`config.mk`:
```
export PLATFORM = sky130hd
export DESIGN_NAME = frame_capture_ctrl
export DESIGN_NICKNAME = d
export VERILOG_FILES = /design/src/rtl/fcap_pkg.sv /design/src/rtl/vsync_edge_det.sv /design/src/rtl/frame_capture_ctrl.sv
export SDC_FILE = /design/constraint.sdc
export NUM_CORES = 1
export LEC_CHECK = 0
export BUFFER_PORTS_ARGS = -buffer_cell sky130_fd_sc_hd__buf_2
export CAP_MARGIN = 25
export CORE_MARGIN = 3
export CORE_UTILIZATION = 45
export DETAILED_ROUTE_END_ITERATION = 8
export PLACE_DENSITY = 0.75
export SLEW_MARGIN = 20
export SYNTH_ARGS = -nofsm -noshare
export SYNTH_HDL_FRONTEND = slang
export SYNTH_SLANG_ARGS = --single-unit
```
`constraint.sdc`:
```
create_clock -name clk -period 4.42 [get_ports clk]
set_input_delay 0.884 -clock clk [delete_from_list [all_inputs] [get_ports clk]]
set_output_delay 0.884 -clock clk [all_outputs]
set_load 0.005 [all_outputs]
```
`src/rtl/fcap_pkg.sv`:
```
// Shared types and default geometry for the frame capture controller.
// Optional double-buffering is enabled with the DOUBLE_BUF_EN macro.
package fcap_pkg;

    typedef enum logic [1:0] {
        IDLE,
        WAIT_SOF,
        CAPTURE,
        DONE
    } fcap_state_t;

    localparam int DEF_H_ACTIVE = 640;
    localparam int DEF_V_ACTIVE = 480;
    localparam int DEF_WIN_W    = 256;
    localparam int DEF_WIN_H    = 256;

    typedef struct packed {
        logic [4:0] r;
        logic [5:0] g;
        logic [4:0] b;
    } rgb565_t;

endpackage

```
`src/rtl/vsync_edge_det.sv`:
```
// Registers the synchronised camera vsync and flags its edges.
// Falling edge marks start of frame, rising edge marks end of frame.
module vsync_edge_det (
    input  logic clk,
    input  logic rst,
    input  logic cam_vsync,
    output logic sof,
    output logic eof
);

    logic vsync_q;

    always_ff @(posedge clk) begin
        if (rst) begin
            vsync_q <= 1'b0;
        end else begin
            vsync_q <= cam_vsync;
        end
    end

    assign sof = vsync_q & ~cam_vsync;
    assign eof = ~vsync_q & cam_vsync;

endmodule

```
`src/rtl/frame_capture_ctrl.sv`:
```
// Crops the camera pixel stream into the frame buffer write port.
// Define DOUBLE_BUF_EN to add wr_bank/rd_bank ping-pong buffering.
module frame_capture_ctrl
    import fcap_pkg::*;
#(
    parameter int H_ACTIVE = DEF_H_ACTIVE,
    parameter int V_ACTIVE = DEF_V_ACTIVE,
    parameter int WIN_W    = DEF_WIN_W,
    parameter int WIN_H    = DEF_WIN_H,
    parameter int ADDR_W   = $clog2(WIN_W) + $clog2(WIN_H)
) (
    input  logic              clk,
    input  logic              rst,
    input  logic              cam_vsync,
    input  logic              pix_valid,
    input  logic [15:0]       pix_data,
    input  logic              freeze,
    input  logic              frame_ack,
    output logic              wr_en,
    output logic [ADDR_W-1:0] wr_addr,
    output logic [15:0]       wr_data,
    output logic              frame_done,
    output logic              frame_ready,
    output logic              frame_err,
    output logic              capturing
`ifdef DOUBLE_BUF_EN
    ,
    output logic              wr_bank,
    output logic              rd_bank
`endif
);

    localparam int HW  = $clog2(H_ACTIVE);
    localparam int VW  = $clog2(V_ACTIVE);
    localparam int WHW = $clog2(WIN_W);
    localparam int WVW = $clog2(WIN_H);

    localparam logic [HW-1:0] H_LAST = HW'(H_ACTIVE - 1);
    localparam logic [VW-1:0] V_LAST = VW'(V_ACTIVE - 1);
    localparam logic [HW-1:0] H_WIN  = HW'(WIN_W);
    localparam logic [VW-1:0] V_WIN  = VW'(WIN_H);

    fcap_state_t   state;
    fcap_state_t   state_nxt;
    logic [HW-1:0] h;
    logic [VW-1:0] v;
    logic          sof;
    logic          eof;
    logic          start;
    logic          cap_pix;
    logic          in_win;
    logic          complete;
    logic          abort;

    vsync_edge_det u_edge (
        .clk       (clk),
        .rst       (rst),
        .cam_vsync (cam_vsync),
        .sof       (sof),
        .eof       (eof)
    );

    always_ff @(posedge clk) begin
        if (rst) begin
            state <= IDLE;
        end else begin
            state <= state_nxt;
        end
    end

    always_comb begin
        state_nxt = state;
        unique case (state)
            IDLE: begin
                if (!freeze) state_nxt = WAIT_SOF;
            end
            WAIT_SOF: begin
                if (freeze)   state_nxt = IDLE;
                else if (sof) state_nxt = CAPTURE;
            end
            CAPTURE: begin
                if (eof)           state_nxt = WAIT_SOF;
                else if (complete) state_nxt = DONE;
            end
            DONE: begin
                if (freeze) begin
                    state_nxt = IDLE;
`ifdef DOUBLE_BUF_EN
                end else begin
                    state_nxt = WAIT_SOF;
`else
                end else if (!frame_ready) begin
                    state_nxt = WAIT_SOF;
`endif
                end
            end
            default: state_nxt = IDLE;
        endcase
    end

    // A vsync edge wins over a coincident pixel strobe.
    always_comb begin
        capturing = (state == CAPTURE);
        start     = (state == WAIT_SOF) && !freeze && sof;
        cap_pix   = (state == CAPTURE) && pix_valid && !sof && !eof;
        in_win    = (h < H_WIN) && (v < V_WIN);
        complete  = cap_pix && (h == H_LAST) && (v == V_LAST);
        abort     = (state == CAPTURE) && eof;
    end

    always_ff @(posedge clk) begin
        if (rst) begin
            h           <= '0;
            v           <= '0;
            wr_en       <= 1'b0;
            wr_addr     <= '0;
            wr_data     <= '0;
            frame_done  <= 1'b0;
            frame_err   <= 1'b0;
            frame_ready <= 1'b0;
        end else begin
            wr_en      <= cap_pix && in_win;
            frame_done <= complete;
            frame_err  <= abort;
            if (start) begin
                h <= '0;
                v <= '0;
            end else if (cap_pix && !complete) begin
                if (h == H_LAST) begin
                    h <= '0;
                    v <= v + 1'b1;
                end else begin
                    h <= h + 1'b1;
                end
            end
            if (cap_pix && in_win) begin
                wr_addr <= {v[WVW-1:0], h[WHW-1:0]};
                wr_data <= pix_data;
            end
            if (complete) begin
                frame_ready <= 1'b1;
            end else if (frame_ack) begin
                frame_ready <= 1'b0;
            end
        end
    end

`ifdef DOUBLE_BUF_EN
    always_ff @(posedge clk) begin
        if (rst) begin
            wr_bank <= 1'b0;
            rd_bank <= 1'b0;
        end else if (complete) begin
            rd_bank <= wr_bank;
            wr_bank <= ~wr_bank;
        end
    end
`endif

endmodule
```
=== Yosys cells after proc, flatten, opt, wreduce, memory -nomap -nowiden ===
Index checks and enable logic that the tools add are counted.

* Register bits after elaboration: 58
* Bits of input ports: 22
* Logic and storage cells: 58

* $add $sub $neg: 2
* $lt $le $gt $ge: 2
* Equality and inequality tests: 9
* Muxes and demuxes: 11
* Bitwise operators: 4
* Reductions and logical operators: 20

{| class="wikitable"
|+ Operators by type and width
! cell !! number
|-
| 2-bit 2-to-1 mux || 7
|-
| 1-bit logical AND || 11
|-
| 10-bit by 1-bit adder with 10-bit output, second input constant || 1
|-
| 10-bit == test, second input constant || 1
|-
| 10-bit by 9-bit < comparator with 1-bit output, second input constant || 1
|-
| 10-bit 2-to-1 mux || 1
|-
| 9-bit by 1-bit adder with 9-bit output, second input constant || 1
|-
| 9-bit == test, second input constant || 1
|-
| 9-bit < comparator, second input constant || 1
|-
| 2-bit case mux with 4 select lines || 1
|-
| 3-bit inequality test, second input constant || 2
|-
| 2-bit == test, second input constant || 2
|-
| 1-bit logical NOT || 4
|-
| 4-bit AND reduction || 1
|-
| 3-bit by 1-bit inequality test with 1-bit output, second input constant || 1
|-
| 1-bit AND || 2
|-
| 2-bit by 1-bit == test with 1-bit output, second input constant || 1
|-
| 2-bit logical NOT || 1
|-
| 1-bit 2-to-1 mux || 2
|-
| 2-bit inequality test, second input constant || 1
|-
| 1-bit NOT || 2
|-
| 2-bit AND reduction || 1
|-
| 2-bit nonzero test || 1
|-
| 2-bit OR reduction || 1
|}

=== Depth between registers and ports, before layout ===
* Word-level depth: 10
* Mapped depth: 8
* Gate-level depth less buffers: 6

=== Modules after synthesis ===
A second synthesis with hierarchy kept.

* Cells, all modules: 300
* Area total of the unflattened synthesis: 2,491.1 um^2

{| class="wikitable"
|+ By module, submodules not included
! module !! instances !! cells each !! area an instance (um^2)
|-
| frame_capture_ctrl || 1 || 296 || 2,452.4
|-
| vsync_edge_det || 1 || 4 || 38.8
|}

=== Least setup slack after synthesis ===
Ideal clock, no wire load.

* Path kind: input port to flip-flop
* From: in cam_vsync
* To: reg h[9]
* Setup time: 0.115 ns
* Arrival: 2.090 ns
* Required time: 4.305 ns
* Setup slack: 2.215 ns
* Cell stages on the path: 7
* Cell sequence: xnor2_1 -> nand3_1 -> buf_2 -> buf_2 -> nor4_1 -> xnor2_1 -> nor2_1

* Word-level cells in the longest chain between the ends: 9
* Elaborated cells between the ends (all ways): 13
* Those cells by class: bitwise (3); reduce/logical (10)

{| class="wikitable"
|+ RTL lines
! item !! line !! source
|-
| from (decl) || frame_capture_ctrl.sv:14 || <nowiki>input logic cam_vsync,</nowiki>
|-
| 1-bit NOT || vsync_edge_det.sv:21 || <nowiki>assign sof = vsync_q & ~cam_vsync;</nowiki>
|-
| 1-bit AND || vsync_edge_det.sv:21 ||
|-
| 1-bit logical NOT || frame_capture_ctrl.sv:105 || <nowiki>cap_pix = (state == CAPTURE) && pix_valid && !sof && !eof;</nowiki>
|-
| 1-bit logical AND (2 in a row) || frame_capture_ctrl.sv:105 ||
|-
| 1-bit logical AND (2 in a row) || frame_capture_ctrl.sv:107 || <nowiki>complete = cap_pix && (h == H_LAST) && (v == V_LAST);</nowiki>
|-
| 1-bit logical NOT || frame_capture_ctrl.sv:128 || <nowiki>end else if (cap_pix && !complete) begin</nowiki>
|-
| 1-bit logical AND || frame_capture_ctrl.sv:128 ||
|-
| to (signal assigned) || frame_capture_ctrl.sv:133 || <nowiki>h <= h + 1'b1;</nowiki>
|-
| to (decl) || frame_capture_ctrl.sv:45 || <nowiki>logic [HW-1:0] h;</nowiki>
|}

Several ways; a longest one is shown, not always the timed one.
A chain may end at the register's enable or synchronous reset.

=== Worst setup path in the final report ===
* From: in cam_vsync
* To: reg wr_data[1]

* Word-level cells in the longest chain between the ends: 6
* Elaborated cells between the ends (all ways): 8
* Those cells by class: bitwise (3); reduce/logical (5)

{| class="wikitable"
|+ RTL lines
! item !! line !! source
|-
| 1-bit NOT || vsync_edge_det.sv:21 ||
|-
| 1-bit AND || vsync_edge_det.sv:21 ||
|-
| 1-bit logical NOT || frame_capture_ctrl.sv:105 ||
|-
| 1-bit logical AND || frame_capture_ctrl.sv:105 ||
|-
| 1-bit logical AND * || frame_capture_ctrl.sv:105 ||
|-
| 1-bit logical AND * || frame_capture_ctrl.sv:136 || <nowiki>if (cap_pix && in_win) begin</nowiki>
|-
| to (signal assigned) || frame_capture_ctrl.sv:138 || <nowiki>wr_data <= pix_data;</nowiki>
|-
| to (decl) || frame_capture_ctrl.sv:21 || <nowiki>output logic [15:0] wr_data,</nowiki>
|}

Mark *: on every way between the ends. The rest lies on a longest branch, timed or not.

==> summary.md <==
| Metric | Value |
|---|---|
| Outcome | `complete, no violations` |
| Row count | `25` |
| Combinational share of power | `2.4%` |
| Clk pin slew, worst setup/hold paths | `0.06 ns` |
| Drt drc | `0` |
| Design Area, Final | `2890 um2` |
| DR iter-0 viols | `62` |
| TNS Setup | `0 ns` |
| Share of power burned in registers | `52.0%` |
| Slew Limit Fails | `0` |
| Number of vias per cell | `4.92` |
| Startpoint Class | `input port` |
| Crit path kind | `input port to flop` |
| Grt total ovfl | `0` |
| CTS tree | `built` |
| Warnings from Yosys | `0` |
| Hold buffer count at cts | `0` |
| Die Width | `78.5 um` |
| Critical Path Fanout Max | `23` |
| # clock sinks | `58` |
| # IOs | `59` |
| Register area share after synthesis | `49.1%` |
| Routed length per placed instance | `11.8 um` |
| H-tree levels | `3` |
| Area contributors post-synth | `dfxtp_1 (49%), nand2_1 (12%), a21oi_1 (8.2%)` |
| # setup viols final | `0` |
| Placer Congestion | `0.790` |
| Largest net degree at the start of global routing | `40` |
| Initial antenna violation count | `0` |
| Period minus WS final | `2.43 ns` |
| Cell count after placement | `392` |
| Min-Delay Path Class | `flop to flop` |
| Die height | `78.5 um` |
| Syn_area_per_cell | `8.45 um2` |
| RSZ-0062 raised after global routing | `false` |
| Final WL | `4.78 mm` |
| DP HPWL | `3.37 mm` |
| RR Startpoint | `h[0]` |
| Post CTS Setup Buffer Count | `0` |
| Hold path endpoint | `wr_addr[13]` |
| Final WS setup | `1.99 ns` |
| Worst-Margin Slew | `1.01 ns` |
| I/O Buffers | `58` |
| All-layer global routing usage | `17.1%` |
| Routed vias | `2001` |
| Syn-to-layout area delta | `22.1%` |
| Clock latency on the worst-skew pair | `0.33 ns` |
| Final hold violation count | `0` |
| Syn Inst Count | `280` |
| Synth top area share | `49.1%` |
| Critical path required time | `4.59 ns` |
| Reg2reg end | `h[4]` |
| Proportion of layout cells with a drive suffix above 1 | `25.6%` |
| Flop-to-flop setup slack | `2.08 ns` |
| Pre-CTS setup slack | `1.66 ns` |
| Library cells used by synthesis | `37` |
| Mapped Area | `2370 um2` |
| First-pass GRT wire length | `8.49 mm` |
| Dpl cell area | `2700 um2` |
| Post-synthesis register bit count | `58` |
| Drt pass-1 iters | `4` |
| Bufs on Longest Clock Path | `2` |
| Peak supply drop | `0.206 mV` |
| Pwr Density | `350 nW/um2` |
| Crit. End Element | `flop` |
| Final Instance Count excl. Fillers | `407` |
| Nets | `360` |
| CTS root buffer | `clkbuf_8` |
| DIE AREA | `6160 um2` |
| Fmax | `411 MHz` |
| Antenna viol nets, final | `0` |
| Psw | `0.000205 W` |
| Diode count | `0` |
| Critical Path AT | `2.61 ns` |
| Pleak | `1.11 nW` |
| Final worst path period share | `55.0%` |
| Cell accounting for the most synthesized area | `dfxtp_1` |
| Clock skew | `0.00942 ns` |
| Clk pwr share | `45.6%` |
| Total core area | `4910 um2` |
| Slew margin rel. | `32.3%` |
| Syn Nets | `304` |
| Hold_sp | `wr_addr[13]` |
| Worst hold stages | `2` |
| Number of global-route vias before repair | `1901` |
| Sw Share | `20.3%` |
| Reg2reg path depth | `6` |
| Post_cts resized | `0` |
| Int Pwr | `0.000805 W` |
| Max capacitance violation total | `0` |
| Initial core utilization | `48.2%` |
| Number of CTS-inserted buffers | `9` |
registers in the layout, summed over array words and instances, names as in the netlist:
name            cells
frame_done          1
frame_err           1
frame_ready         1
h                  10
state               2
u_edge.vsync_q      1
v                   9
wr_addr            16
wr_data            16
wr_en               1
Yosys cell counts:
library cell / count
nor3_1: 1
a211oi_1: 2
and2b_1: 1
nor2_1: 21
nor3b_1: 1
inv_1: 5
xnor2_1: 16
o211ai_1: 1
and3_1: 2
nor3_4: 1
buf_2: 7
dfxtp_1: 58
a2111oi_0: 3
nand4_1: 2
nor4b_2: 1
ha_1: 2
a21boi_0: 1
a21oi_1: 39
nand2_1: 73
and4bb_2: 1
a31o_2: 1
nor4_2: 4
nand3_1: 5
or4_1: 2
buf_1: 1
nand2b_1: 3
or3_1: 3
or2_2: 1
nor4_1: 4
nand4_2: 1
and2_1: 2
mux2i_1: 1
o21ai_0: 3
buf_6: 1
nor2b_1: 1
clkbuf_1: 8
nor4b_4: 1
area by class of cell:
cell class / instances / area [um2]
Inverter: 5 / 18.8
Clock buffer: 12 / 145
Tap cell: 67 / 83.8
Clock inverter: 3 / 40.0
Timing Repair Buffer: 62 / 328
Multi-Input combinational cell: 200 / 1110
Fill cell: 470 / 2020
Sequential cell: 58 / 1160
layout by cell type (no fill, tap or decap), types with 2 or more instances in the layout:
master     netlist  final
and2_1           2      2
nor2_1          21     21
clkinv_2         0      2
nand2_1         73     73
or3_1            3      3
a21oi_1         39     39
a211oi_1         2      2
clkbuf_8         0     10
xnor2_1         16     16
nand4_1          2      2
clkbuf_1         8      2
buf_4            0      3
nand2b_1         3      3
or4_1            2      2
nor4_2           4      5
dfxtp_1         58     58
a2111oi_0        3      3
nand3_1          5      5
and3_1           2      2
buf_2            7     58
inv_1            5      5
nor4_1           4      3
o21ai_0          3      3
ha_1             2      2
how the worst max path moves through the flow:
stage / start / endpoint / slack (ns) / cells past startpoint
global route: cam_vsync / wr_addr[15] / 1.88 / 8
floorplan: cam_vsync / h[9] / 2.22 / 7
CTS: cam_vsync / wr_data[1] / 2.00 / 8
finish: cam_vsync / wr_data[1] / 1.99 / 8
global placement: cam_vsync / wr_addr[4] / 1.56 / 7
detailed placement: cam_vsync / wr_data[1] / 1.66 / 8
worst max-delay path, cell delays in order:
cell and delay [ns]:
buf_2 0.12, xnor2_1 0.13, nand3_1 0.09, buf_4 0.23
or4_1 0.71, buf_8 0.28, nand2_1 0.08, a21oi_1 0.06
power groups by stage:
stage	Clock [W]	Sequential [W]	Combinational, W
finish	0.000461	0.000525	0.0000240
global placement	0	0.000537	0.0000241
CTS	0.000475	0.000525	0.0000246
detailed placement	0	0.000537	0.0000246
floorplan	0	0.000537	0.0000124
global route	0.000500	0.000525	0.0000272
per-layer routing:
layer	GRT usage [%]	part of all wire [%]	up-vias
met5	0	0	-
met4	8.57	2.1	0
met3	4.01	4.6	10
met2	29.6	48	46
met1	19.5	45	896
li1	-	-	1049
cell families (layout without fill, tap and decap cells):
| family | Yosys count | after routing | synth area share, % |
|---|---|---|---|
| simple gates | 131 | 131 | 27.7 |
| buf+inv | 22 | 82 | 4.18 |
| fa+ha+maj | 2 | 2 | 1.06 |
| flops | 58 | 58 | 49.1 |
| xor+xnor | 16 | 16 | 5.92 |
| compound gates | 50 | 50 | 11.6 |
| mux | 1 | 1 | 0.423 |
through the flow:
step,hold slack [ns],power [W],utilization (%)
2_1_floorplan,0.453,0.000549,-
3_3_place_gp,0.439,0.000561,54.8
3_5_place_dp,0.444,0.000561,55.1
4_1_cts,0.453,0.00102,58.8
5_1_grt,0.470,0.00105,58.8
6_report,0.450,0.00101,58.8
Power figures use the tool's default switching activity.
